File: src/rtl/mult_pipe.sv
// Pipelined integer multiplier (MUL/MULH/MULHSU/MULHU) with tag passthrough,
// global stall on output backpressure and single-cycle flush.
module mult_pipe #(
  parameter int unsigned XLEN      = 32,
  parameter int unsigned NUM_STAGE = 4,
  parameter int unsigned TAG_W     = 6
) (
  input  logic             clock,
  input  logic             reset,
  input  logic             flush,
  input  logic             in_valid,
  output logic             in_ready,
  input  logic [1:0]       func,
  input  logic [XLEN-1:0]  rs1,
  input  logic [XLEN-1:0]  rs2,
  input  logic [TAG_W-1:0] in_tag,
  output logic             out_valid,
  input  logic             out_ready,
  output logic [XLEN-1:0]  result,
  output logic [TAG_W-1:0] out_tag
);

  localparam int unsigned PW   = 2 * XLEN;
  localparam int unsigned CW   = PW / NUM_STAGE;
  localparam int unsigned LAST = NUM_STAGE - 1;

  logic [NUM_STAGE-1:0] r_valid;
  logic [PW-1:0]        r_a    [NUM_STAGE];
  logic [PW-1:0]        r_b    [NUM_STAGE];
  logic [PW-1:0]        r_sum  [NUM_STAGE];
  logic [1:0]           r_func [NUM_STAGE];
  logic [TAG_W-1:0]     r_tag  [NUM_STAGE];

  logic [PW-1:0]        w_a_in [NUM_STAGE];
  logic [PW-1:0]        w_b_in [NUM_STAGE];
  logic [PW-1:0]        w_s_in [NUM_STAGE];
  logic [PW-1:0]        w_pp   [NUM_STAGE];
  logic [1:0]           w_f_in [NUM_STAGE];
  logic [TAG_W-1:0]     w_t_in [NUM_STAGE];

  logic w_rs1_sgn;
  logic w_rs2_sgn;
  logic w_stall;
  logic w_accept;

  assign w_rs1_sgn = (func == 2'b01) || (func == 2'b10);
  assign w_rs2_sgn = (func == 2'b01);
  assign w_stall   = r_valid[LAST] && !out_ready;
  assign in_ready  = !reset && !flush && !w_stall;
  assign w_accept  = in_valid && in_ready;

  // Stage inputs: stage 0 takes the extended request, later stages chain.
  always_comb begin
    w_a_in = '{default: '0};
    w_b_in = '{default: '0};
    w_s_in = '{default: '0};
    w_f_in = '{default: '0};
    w_t_in = '{default: '0};
    w_a_in[0] = {{XLEN{w_rs1_sgn & rs1[XLEN-1]}}, rs1};
    w_b_in[0] = {{XLEN{w_rs2_sgn & rs2[XLEN-1]}}, rs2};
    w_s_in[0] = '0;
    w_f_in[0] = func;
    w_t_in[0] = in_tag;
    for (int k = 1; k < NUM_STAGE; k++) begin
      w_a_in[k] = r_a[k-1];
      w_b_in[k] = r_b[k-1];
      w_s_in[k] = r_sum[k-1];
      w_f_in[k] = r_func[k-1];
      w_t_in[k] = r_tag[k-1];
    end
  end

  // Each stage multiplies the (pre-shifted) multiplicand by one multiplier chunk.
  always_comb begin
    w_pp = '{default: '0};
    for (int k = 0; k < NUM_STAGE; k++) begin
      w_pp[k] = w_a_in[k] * PW'(w_b_in[k][CW-1:0]);
    end
  end

  always_ff @(posedge clock) begin
    if (reset || flush) begin
      r_valid <= '0;
    end else if (!w_stall) begin
      r_valid[0] <= w_accept;
      for (int k = 1; k < NUM_STAGE; k++) begin
        r_valid[k] <= r_valid[k-1];
      end
    end
  end

  // Datapath registers carry no reset; contents of invalid stages are ignored.
  always_ff @(posedge clock) begin
    if (!w_stall) begin
      for (int k = 0; k < NUM_STAGE; k++) begin
        r_a[k]    <= w_a_in[k] << CW;
        r_b[k]    <= w_b_in[k] >> CW;
        r_sum[k]  <= w_s_in[k] + w_pp[k];
        r_func[k] <= w_f_in[k];
        r_tag[k]  <= w_t_in[k];
      end
    end
  end

  assign out_valid = r_valid[LAST];
  assign out_tag   = r_tag[LAST];
  assign result    = (r_func[LAST] == 2'b00) ? r_sum[LAST][XLEN-1:0]
                                             : r_sum[LAST][PW-1:XLEN];

endmodule

File: config.mk
export PLATFORM = sky130hd
export DESIGN_NAME = mult_pipe
export DESIGN_NICKNAME = d
export VERILOG_FILES = /design/src/rtl/mult_pipe.sv
export SDC_FILE = /design/constraint.sdc
export NUM_CORES = 2
export LEC_CHECK = 0
export CORE_MARGIN = 2
export CORE_UTILIZATION = 52
export CTS_BUF_LIST = sky130_fd_sc_hd__clkbuf_2 sky130_fd_sc_hd__clkbuf_4 sky130_fd_sc_hd__clkbuf_8
export DETAILED_ROUTE_END_ITERATION = 10
export GPL_ROUTABILITY_DRIVEN = 0
export PLACE_DENSITY_LB_ADDON = 0.1
export SKIP_LAST_GASP = 1
export SYNTH_ARGS = -nofsm -noshare
export SYNTH_HDL_FRONTEND = slang
export SYNTH_SLANG_ARGS = --single-unit
File: constraint.sdc
create_clock -name clock -period 9.7 [get_ports clock]
set_input_delay 1.94 -clock clock [delete_from_list [all_inputs] [get_ports clock]]
set_output_delay 1.94 -clock clock [all_outputs]
set_load 0.005 [all_outputs]
==> results.md <==
* Initial antenna violation count at 6
* Setup TNS at 0 ns
* CP Data Required Time at 10.13 ns
* Num CTS Buffers at 66
* TritonCTS clock tree: done
* Ports at 117
* Post-place instance area at 62700 um^2
* Post-route ant nets at 0
* Status: finished, final reports clean
* Count of state elements after synthesis at 378
* Fraction of registers with async set/reset at 0%
* Min-Delay Path Class: flop to flop
* Vias in the first global route at 42200
* Most frequent cell on the critical path: fa_1
* CTS sink cnt at 378
* Ys Warns at 0
* Synth area leader: fa_1
* Tightest Pin Transition at 1.11 ns
* Top cells by area, synth: fa_1, edfxtp_1, inv_1
* Max Cap Viol at 0
* Iteration-0 DRC Markers at 2151
* Mapped Area at 59700 um^2
* Global-route wire length before repair at 232000 um
* Post-CTS setup buffer count at 0
* Post-Route WL at 142000 um
* Cell Chain, Critical Path: clkdlybuf4s50_1 > nand2_1 > fa_1 > fa_1 > fa_1 > fa_1 > inv_1 > fa_1 > inv_1 > fa_1 > inv_1 > ha_1 > nand4_1 > a211oi_1 > a21oi_1 > a22oi_1 > a41oi_1 > a31oi_1 > nand3_1 > nand2_1 > a211oi_1 > xnor2_1
* Root buffer cell: clkbuf_8
* Top Layer Used: met5
* Post-route minimum period at 8.71 ns
* Core area at 114000 um^2
* Htree depth at 3
* Startpoint types: input pin
* Top-area cell type share of the netlist area at 45.1%
* PortBufs at 116
* Clock Skews at 0.0492 ns
* Drt wl/cell at 19.1 um
* Die area at 118000 um^2
* Drt first pass iters at 5
* Slew headroom at 25.5%
* Crit Path Max Fanout at 19
* Design Area, Final at 64100 um^2
* Synth cell types at 62
* Gr usage total at 25.5%
* DR DRC count at 0
* FMAX at 115 MHz
* CP Class: input pin to flop
* Final period util at 89.8%
* Clk pin slew, worst setup/hold paths at 0.06 ns
* Layout cells sized above 1 at 3.80%
* Final slew viol count at 0
* Hold Violations, Final at 0
* Largest net degree at the start of global routing at 144
* Number of synthesized flops with an enable pin at 374
* Final worst slack at 0.987 ns
* Syn nets at 7554
* Area Overhead vs Synth at 7.28%
* Pre-CTS WS at 0.340 ns
* Worst setup EP type: flop
* WL met2 at 69000 um
* Die Ht at 343 um
* Final std cells w/o fill at 7457
* Placed wire-length estimate at 117000 um
* Total global routing overflow at 0
* Avg Inst Size Synth at 10.3 um^2
* Cts hold-fix bufs at 0
* Die Span X at 343 um
* RSZ-0062 raised after global routing: false
* Clock Tree Buf Depth at 3
* R2r setup slk at 2.00 ns
* Placed cell count at 7337
* Syn Inst Count at 5820
* Ys flop type: edfxtp_1
* Routed wl met3 at 7840 um
* Final net count at 7627
* Crit path max-delay cell type: clkdlybuf4s50_1
* Total number of vias at 38000
* Vias per cell at 5.09
* WP data arrival at 9.14 ns
* Starting Density at 52.3%
* Clock latency on the worst-skew pair at 0.72 ns
* FP Rows at 124
* M1 WL at 62400 um
* Seq/Total Area, Yosys at 18.9%
* Final setup viols at 0
* Post-CTS sizing at 0
* Slowest stage delay, CP at 1.08 ns
[worst max-delay path: cells and delay by family]
kind,cells,cell delay (ns)
AOI/OAI and AO/OA,6,1.83
xor gates and xnor gates,1,0.13
adders and majority gates,7,3.43
buffers and inverters,4,1.22
and+or+nand+nor,4,0.59
[path summary, 6_finish.rpt]
check                              start                      to  cells after the start
setup reg to reg     r_b[0][1]$_DFFE_PN_  r_sum[1][62]$_DFFE_PN_                     21
hold reg to reg   r_sum[1][25]$_DFFE_PN_  r_sum[2][25]$_DFFE_PN_                      0
setup / recovery                  rs2[3]  r_sum[0][43]$_DFFE_PN_                     22
hold / removal    r_sum[1][25]$_DFFE_PN_  r_sum[2][25]$_DFFE_PN_                      0
[per-layer routing]
layer | track usage, % | vias up
li1 | - | 17100
met1 | 35.6 | 19600
met2 | 42.9 | 1057
met3 | 3.04 | 171
met4 | 6.05 | 2
met5 | 0 | -
[placed cells by master (no fill, tap or decap), types with 5 or more instances in the layout]
cell,count
o31ai_1,5
xnor2_1,142
mux2_2,32
a31oi_1,12
nand3_1,24
clkbuf_8,66
o21bai_1,22
o31a_1,6
a21oi_1,113
a21o_1,62
clkinv_2,6
nand4_1,15
nor2_1,74
o211ai_1,6
o21ai_1,24
ha_1,312
nand2b_1,10
xor2_1,39
and3_1,9
o21ai_0,35
inv_1,1678
clkinv_1,14
nand2_1,759
fa_1,1345
nor2b_1,18
o21a_1,17
edfxtp_1,374
clkdlybuf4s50_1,115
a211oi_1,8
clkbuf_4,18
and2_1,409
nor3_1,17
buf_4,74
[synth_stat cells, types with 18 or more instances]
cell type and instances:
mux2_2 32, a21oi_1 113, xnor2_1 142, nor2b_1 18
a21o_1 62, xor2_1 39, o21ai_0 35, o21bai_1 22
nor2_1 75, fa_1 1345, edfxtp_1 374, clkbuf_1 188
ha_1 312, inv_1 1679, nand3_1 24, o21ai_1 24
and2_1 409, nand2_1 759
[area by class of cell]
class                   instances  area [um^2]
multi-input cells            3574        41400
flip-flops and latches        378        11300
clock buffers                  84         1040
clock inverters                35          338
diodes                          1         2.50
repair buffers                193         1770
well taps                    1512         1890
fillers                     10200        50100
inverters                    1680         6310
[state kept, by name (all words and copies together), names as in the netlist]
name,count
r_valid,4
r_b,19
r_sum,242
r_tag,24
r_func,8
r_a,81
[kinds of logic (layout without fill, tap and decap cells)]
family | Yosys count | in the layout | synth area share [%]
AO/OA/AOI/OAI | 351 | 351 | 3.80
buffers and inverters | 1868 | 1992 | 11.7
AND/OR/NAND/NOR | 1350 | 1350 | 10.6
flip-flops | 378 | 378 | 18.9
other | 0 | 1 | 0
XOR/XNOR | 181 | 181 | 2.65
multiplexers | 35 | 35 | 0.654
adder cells (fa/ha/maj) | 1657 | 1657 | 51.6
[per-stage QoR]
| stage | hold WS [ns] | util, % |
|---|---|---|
| floorplan | 0.400 | - |
| global placement | 0.402 | 54.9 |
| detailed placement | 0.405 | 54.9 |
| CTS | 0.378 | 56.1 |
| global route | 0.396 | 56.1 |
| finish | 0.387 | 56.1 |
Power is left out: the tool's default activity adds up to more than one toggle a clock period on the data nets, which glitch-free logic cannot reach.
